### config.mk
export PLATFORM = sky130hd
export DESIGN_NAME = posted_write_memory
export DESIGN_NICKNAME = d
export VERILOG_FILES = /design/src/rtl/posted_write_memory.sv
export SDC_FILE = /design/constraint.sdc
export NUM_CORES = 2
export LEC_CHECK = 0
export BUFFER_PORTS_ARGS = -buffer_cell sky130_fd_sc_hd__buf_2
export CAP_MARGIN = 20
export CELL_PAD_IN_SITES_DETAIL_PLACEMENT = 0
export CELL_PAD_IN_SITES_GLOBAL_PLACEMENT = 1
export CORE_UTILIZATION = 50
export DETAILED_ROUTE_END_ITERATION = 10
export PLACE_DENSITY_LB_ADDON = 0.08
export SETUP_SLACK_MARGIN = 0.05
export SYNTH_ARGS = -nofsm -noshare
export SYNTH_HDL_FRONTEND = slang
export SYNTH_SLANG_ARGS = --single-unit
### constraint.sdc
create_clock -name Clock -period 42.3 [get_ports Clock]
set_clock_uncertainty 0.15 [all_clocks]
set_input_delay 8.46 -clock Clock [delete_from_list [all_inputs] [get_ports Clock]]
set_output_delay 8.46 -clock Clock [all_outputs]
set_load 0.05 [all_outputs]
### src/rtl/posted_write_memory.sv
`default_nettype none
// ============================================================================
// Module   : posted_write_memory
// Purpose  : Word-addressed memory with a posted-write FIFO buffer in front of
//            the array. Writes are queued and drained to the array on cycles
//            where the data-side port is not busy reading. Both read ports
//            forward the youngest matching buffered write.
// Ports    : Clock    - rising-edge clock
//            Reset    - asynchronous active-high reset
//            mem_addr - fetch-port address, looked up every cycle
//            addr     - data-port address for reads and writes
//            data     - write data
//            wr_en    - data-port write request
//            rd_en    - data-port read request
//            q        - registered data-port read result
//            q_mem    - registered fetch-port read result
//            stall    - buffer cannot accept a write this cycle
//            wb_empty - buffer holds no entries
// Revision : 1.0 - initial release
// ============================================================================
module posted_write_memory #(
    parameter int DATA_WIDTH = 20,
    parameter int ADDR_WIDTH = 5,
    parameter int WB_DEPTH   = 4
) (
    input  logic                  Clock,
    input  logic                  Reset,
    input  logic [ADDR_WIDTH-1:0] mem_addr,
    input  logic [ADDR_WIDTH-1:0] addr,
    input  logic [DATA_WIDTH-1:0] data,
    input  logic                  wr_en,
    input  logic                  rd_en,
    output logic [DATA_WIDTH-1:0] q,
    output logic [DATA_WIDTH-1:0] q_mem,
    output logic                  stall,
    output logic                  wb_empty
);

    localparam int c_MEM_DEPTH = 2 ** ADDR_WIDTH;
    localparam int c_PTR_W     = (WB_DEPTH > 1) ? $clog2(WB_DEPTH) : 1;
    localparam int c_CNT_W     = $clog2(WB_DEPTH + 1);

    logic [DATA_WIDTH-1:0] r_mem     [c_MEM_DEPTH];
    logic [ADDR_WIDTH-1:0] r_wb_addr [WB_DEPTH];
    logic [DATA_WIDTH-1:0] r_wb_data [WB_DEPTH];
    logic [c_PTR_W-1:0]    r_head;
    logic [c_PTR_W-1:0]    r_tail;
    logic [c_CNT_W-1:0]    r_count;
    logic [DATA_WIDTH-1:0] r_q;
    logic [DATA_WIDTH-1:0] r_q_mem;

    logic                  w_full;
    logic                  w_push;
    logic                  w_pop;
    logic [c_PTR_W-1:0]    w_idx;
    logic [DATA_WIDTH-1:0] w_rd_word;
    logic [DATA_WIDTH-1:0] w_fetch_word;

    function automatic logic [c_PTR_W-1:0] f_next(input logic [c_PTR_W-1:0] p);
        return (p == c_PTR_W'(WB_DEPTH - 1)) ? '0 : p + 1'b1;
    endfunction

    assign w_full   = (r_count == c_CNT_W'(WB_DEPTH));
    // A full buffer can still take a write when it drains on the same edge,
    // which only happens while the data port is not reading.
    assign stall    = w_full && rd_en;
    assign w_push   = wr_en && !stall;
    assign w_pop    = !rd_en && (r_count != '0);
    assign wb_empty = (r_count == '0);
    assign q        = r_q;
    assign q_mem    = r_q_mem;

    // Walk the live entries oldest to youngest so the youngest match wins.
    // Only entries present before the edge are searched, so a write accepted
    // on the same edge as a read is never forwarded to that read.
    always_comb begin
        w_idx        = '0;
        w_rd_word    = r_mem[addr];
        w_fetch_word = r_mem[mem_addr];
        for (int i = 0; i < WB_DEPTH; i++) begin
            if (i < int'(r_count)) begin
                w_idx = c_PTR_W'((int'(r_head) + i) % WB_DEPTH);
                if (r_wb_addr[w_idx] == addr) begin
                    w_rd_word = r_wb_data[w_idx];
                end
                if (r_wb_addr[w_idx] == mem_addr) begin
                    w_fetch_word = r_wb_data[w_idx];
                end
            end
        end
    end

    always_ff @(posedge Clock or posedge Reset) begin
        if (Reset) begin
            for (int i = 0; i < c_MEM_DEPTH; i++) begin
                r_mem[i] <= '0;
            end
            for (int i = 0; i < WB_DEPTH; i++) begin
                r_wb_addr[i] <= '0;
                r_wb_data[i] <= '0;
            end
            r_head  <= '0;
            r_tail  <= '0;
            r_count <= '0;
            r_q     <= '0;
            r_q_mem <= '0;
        end else begin
            if (w_pop) begin
                r_mem[r_wb_addr[r_head]] <= r_wb_data[r_head];
                r_head                   <= f_next(r_head);
            end
            if (w_push) begin
                r_wb_addr[r_tail] <= addr;
                r_wb_data[r_tail] <= data;
                r_tail            <= f_next(r_tail);
            end
            unique case ({w_push, w_pop})
                2'b10:   r_count <= r_count + 1'b1;
                2'b01:   r_count <= r_count - 1'b1;
                default: r_count <= r_count;
            endcase
            if (rd_en) begin
                r_q <= w_rd_word;
            end
            r_q_mem <= w_fetch_word;
        end
    end

endmodule
`default_nettype wire

After elaboration in Yosys (flattened, before gate mapping)

Index checks and enable logic that the tools add are counted.
W data, S select, Z words.

Reductions and logical operators: 10
Muxes and demuxes: 58
Add/sub/neg operators: 7
Bitwise logic cells: 8
$lt $le $gt $ge: 14
Eq/ne operators: 13

Operator list:

| kind                  | count |
|---|---|
| $bwmux W640           | 1 |
| $mux W20              | 30 |
| $bmux W20 S5          | 2 |
| $bmux W20 S2          | 4 |
| $demux W20 S5         | 1 |
| $bwmux W80            | 1 |
| $mux W5               | 9 |
| $bmux W5 S2           | 4 |
| $demux W20 S2         | 1 |
| $eq A5 B5 Y1          | 8 |
| $bwmux W20            | 1 |
| $ge A6 B6 Y1 const B  | 3 |
| $not A5 Y6            | 3 |
| $ge A3 B3 Y1 const B  | 5 |
| $not A2 Y3            | 5 |
| $demux W5 S2          | 1 |
| $add A2 B1 Y2 const B | 3 |
| $eq A2 B2 Y1 const B  | 3 |
| $lt A1 B3 Y1 const A  | 2 |
| $lt A2 B3 Y1 const A  | 2 |
| $lt A6 B1 Y1 const B  | 1 |
| $pmux W3 S2           | 1 |
| $logic_and A1 B1 Y1   | 5 |
| $add A2 B2 Y2 const B | 2 |
| 10 further kinds      | 12 |

Logic and storage cells: 155
Input bits: 34
Output and inout port bits: 42
Register bits: 787

Depth between registers and ports, before layout

Depth in word-level cells: 13
Mapped depth: 11
Depth with buffers taken out: 9

Worst setup path after synthesis

Ideal clock, no wire load.

Kind: input -> output
Start: input rd_en
End: output stall
Buffers on the path: 1
Cell stages on the path: 3
Setup slack: 24.554 ns
Data required time: 33.690 ns
Arrival: 9.136 ns
Path through: clkbuf_1 -> nand3_1 -> inv_1

Longest elaborated chain between the ends: 1

RTL lines:

| element             | line | text |
|---|---|---|
| from (decl)         | 32   | `input logic rd_en,` |
| $logic_and A1 B1 Y1 | 66   | `assign stall = w_full && rd_en;` |
| to (decl)           | 35   | `output logic stall,` |

Every way passes these cells.

Worst setup path in the final report

Same ends and word-level chain as after synthesis.

==> impl_metrics.ini <==
[status]
run_status = finished, final reports clean

[synth]
syn_area_per_cell_um2 = 12.0
postSynthCellCount = 3649
synthArstFlopShare = 1.00
yosys.area.top_type = sky130_fd_sc_hd__dfrtp_1
synthesis.nets = 3693
yosys.cell_types.count = 73
ys_ff_latch = 787
synth_enable_flop_cells = 0
netlist_top_cells_area = sky130_fd_sc_hd__dfrtp_1, sky130_fd_sc_hd__mux4_2, sky130_fd_sc_hd__mux2_2, sky130_fd_sc_hd__o21ai_0, sky130_fd_sc_hd__nand2_1
synth.yosys.warnings = 0
dominantRegCellSynth = sky130_fd_sc_hd__dfrtp_1
leading_cell_type_by_number_of_instances_after_synthesis = sky130_fd_sc_hd__dfrtp_1
synth.yosys.seq_area_share = 0.450
synth_top_area_frac = 0.450
synth_common_cells = sky130_fd_sc_hd__dfrtp_1, sky130_fd_sc_hd__nand2_1, sky130_fd_sc_hd__o21ai_0, sky130_fd_sc_hd__mux4_2, sky130_fd_sc_hd__mux2_2
mappedNetlistArea_um2 = 43800

[grt]
grt_start_max_net_pins = 166
grt_antenna_before_repair = 3
globalRoute.totalOverflow = 0
grt_pass1_vias = 32800
gr-usage-all-layers = 0.344
globalRouteMet2Util = 0.544
gr-usage-met3 = 0.0734
gr-usage-met1 = 0.464
grt_first_pass_wirelength_um = 224000
globalRoute.busiestLayer = met2

[critical_path]
critical-path-max-stage-delay_ns = 0.38
critical_path.reg2reg.endpoint = q[4]
flop2flop_setup_slack_ns = 37.25
worstSetupStartpointType = primary input
cp_cell_sequence = buf_2 -> buf_4 -> nand3_1 -> inv_1 -> buf_2
reg2regPathDepth = 8
worst_setup_path_end_kind = output port
cp.buffers_inverters = 4
cp.required_ns = 33.69
critical_path.most_common_cell = sky130_fd_sc_hd__buf_2
timing.setup.critical_path_class = primary input to output port
worstPathArrival_ns = 9.57
ff_to_ff_start = r_head[1]
crit_family = buffers and inverters
timing.critical_path.fanout_max = 25
worst_path_max_delay_cell = sky130_fd_sc_hd__buf_4

[hold_path]
worst_hold_path.num_cells = 2
min-delay-start = r_mem[181]
worstHoldEndpoint = r_mem[181]
hp-class = flip-flop to flip-flop

[clocking]
cts_post_setup_buffers_inserted = 0
cts_buffers = 92
clk_transition_reported_paths_ns = 0.06
cts.sink_count = 787
clk_latency_ns = 0.67
hold_buffers = 0
post_cts_resize_count = 0
root_buffer = sky130_fd_sc_hd__clkbuf_16
ctsHtreeMaxLevel = 3
clockBufferDepth = 3
tritoncts = built

[layout]
layout.nets = 3622
fillCellCount = 7303
synthToLayoutAreaGrowth_pct = 9.79
finish.utilization = 0.554
layout-drive-gt1-share = 0.288

[pwr]
leakage_power_summed_over_all_cells_nw = 20.4
total_power_w = 0.00396
power.ir.vdd_worst_v = 0.0000632
power_report.internal_total_w = 0.00228
swShare = 0.424
pwr-share-clk = 0.200
p_sw_w = 0.00168
p_comb_frac = 0.457
pwr-share-seq = 0.343
powerDensity_nw_per_um2 = 82.3

[floorplanning]
io_pins = 76
row_count = 108
initial_core_util = 0.505
floorplan.die_area_um2 = 88800
die_h_um = 298
fp.dieW_um = 298
core_area_um2 = 86800

[sta]
finalMaxSlewViolations = 0
timing.max_slew.rel_slack = 0.182
final-setup-viol-count = 0
fmax_mhz = 55.0
fin_crit_ns = 18.18
hold_viol = 0
setup-tns-final_ns = 0
post-route-period-util = 0.430
rsz0062_at_grt = no
worst-slew-pin-transition_ns = 1.22

[drt]
drcViolationCount = 0
post_detailed_route_via_to_cell_ratio = 6.74
total_routed_wirelength_um = 151000
detail-route-antenna-nets = 0
routedWlPerCell_um = 31.5
via_count = 32400
first_pass_drt_iterations = 6
dr.first_iter.drc_count = 3146

[job]
max-cap-violations = 0

[placement]
io_buffer_count = 75
detailedPlacementHpwl_um = 93400
globalplace.congestion = 0.850
## area by class of cell
class	instances	area (um^2)	share of cell area
repair buffers	188	1370	0.0285
clock inverters	29	332	0.00689
inverters	19	78.8	0.00164
multi-input cells	2490	22500	0.468
diodes	2	5.00	0.000104
well taps	1155	1450	0.0300
flip-flops and latches	787	19700	0.410
clock buffers	136	2650	0.0551
## per-layer routing
layer / up-vias / routed length [um]
li1: 13600 / -
met1: 16900 / 60700
met2: 1560 / 70800
met3: 380 / 13200
met4: 0 / 6700
met5: - / 0
## placed cells by master (no fill, tap or decap), types with 8 or more instances in the layout
master	instances
sky130_fd_sc_hd__dfrtp_1	785
sky130_fd_sc_hd__nand2_1	567
sky130_fd_sc_hd__o21ai_0	426
sky130_fd_sc_hd__mux4_2	364
sky130_fd_sc_hd__mux2_2	284
sky130_fd_sc_hd__mux2i_1	172
sky130_fd_sc_hd__o21ai_1	118
sky130_fd_sc_hd__buf_4	106
sky130_fd_sc_hd__clkbuf_16	94
sky130_fd_sc_hd__buf_2	70
sky130_fd_sc_hd__a221oi_1	68
sky130_fd_sc_hd__nor2_1	55
sky130_fd_sc_hd__nand3_1	34
sky130_fd_sc_hd__a22oi_1	28
sky130_fd_sc_hd__xnor2_1	27
sky130_fd_sc_hd__mux2_1	27
sky130_fd_sc_hd__clkbuf_1	27
sky130_fd_sc_hd__o221ai_1	22
sky130_fd_sc_hd__nor3_1	22
sky130_fd_sc_hd__o31ai_1	21
sky130_fd_sc_hd__o21a_1	20
sky130_fd_sc_hd__inv_1	17
sky130_fd_sc_hd__clkbuf_8	16
sky130_fd_sc_hd__clkinv_2	16
sky130_fd_sc_hd__a21oi_1	15
sky130_fd_sc_hd__a22o_1	14
sky130_fd_sc_hd__o2111ai_1	12
sky130_fd_sc_hd__a32oi_1	12
sky130_fd_sc_hd__a211oi_1	12
sky130_fd_sc_hd__o22ai_1	11
sky130_fd_sc_hd__a311oi_1	11
sky130_fd_sc_hd__xnor2_2	9
sky130_fd_sc_hd__ha_1	9
sky130_fd_sc_hd__a311oi_2	8
sky130_fd_sc_hd__nor2_2	8
## power by group through the flow
stage | combinational (W) | sequential (W) | clock (W)
detailed placement | 0.00178 | 0.00136 | 0
global placement | 0.00173 | 0.00132 | 0
CTS | 0.00178 | 0.00135 | 0.000802
floorplan | 0.00125 | 0.00131 | 0
finish | 0.00181 | 0.00136 | 0.000791
global route | 0.00192 | 0.00140 | 0.000835
## sequential cells by signal, summed over array words and instances (netlist names)
name / count
q: 20
q_mem: 20
r_count: 3
r_head: 2
r_mem: 640
r_tail: 2
r_wb_addr: 20
r_wb_data: 80
## worst reg2reg max path, cell delays in order, from the launching register on
cell	delay, ns
sky130_fd_sc_hd__dfrtp_4	0.70
sky130_fd_sc_hd__ha_2	0.46
sky130_fd_sc_hd__buf_4	0.63
sky130_fd_sc_hd__mux4_2	0.66
sky130_fd_sc_hd__xnor2_1	0.18
sky130_fd_sc_hd__nand4_1	0.38
sky130_fd_sc_hd__nor2_4	1.07
sky130_fd_sc_hd__a311o_1	0.52
sky130_fd_sc_hd__a22oi_1	0.17
## worst max-delay path by stage
stage	startpoint	to	slack [ns]	cells after the start
after floorplan	Reset	q[0]	11.59	1
after global placement	rd_en	stall	24.06	5
after detailed placement	rd_en	stall	24.12	5
after CTS	rd_en	stall	24.14	5
after global routing	rd_en	stall	24.10	5
final	rd_en	stall	24.12	5
## through the flow
stage / worst slack [ns] / area (um^2) / std cells / hold WS, ns
final: 24.12 / 48100 / 4806 / 0.350
after global routing: 24.10 / 48100 / 4805 / 0.372
after CTS: 24.14 / 48000 / 4799 / 0.350
after detailed placement: 24.12 / 45000 / 4634 / 0.336
after global placement: 24.06 / 45000 / 4631 / 0.323
after floorplan: 11.59 / 43800 / 3649 / 0.311
## logic make-up after synthesis
family	Yosys count	synth area share
flops	787	0.450
simple gates	757	0.0732
mux	847	0.306
compound gates	834	0.119
xor+xnor	42	0.0104
buf+inv	372	0.0386
fa+ha+maj	10	0.00286
No activity file was read; power rests on OpenSTA's default activity.
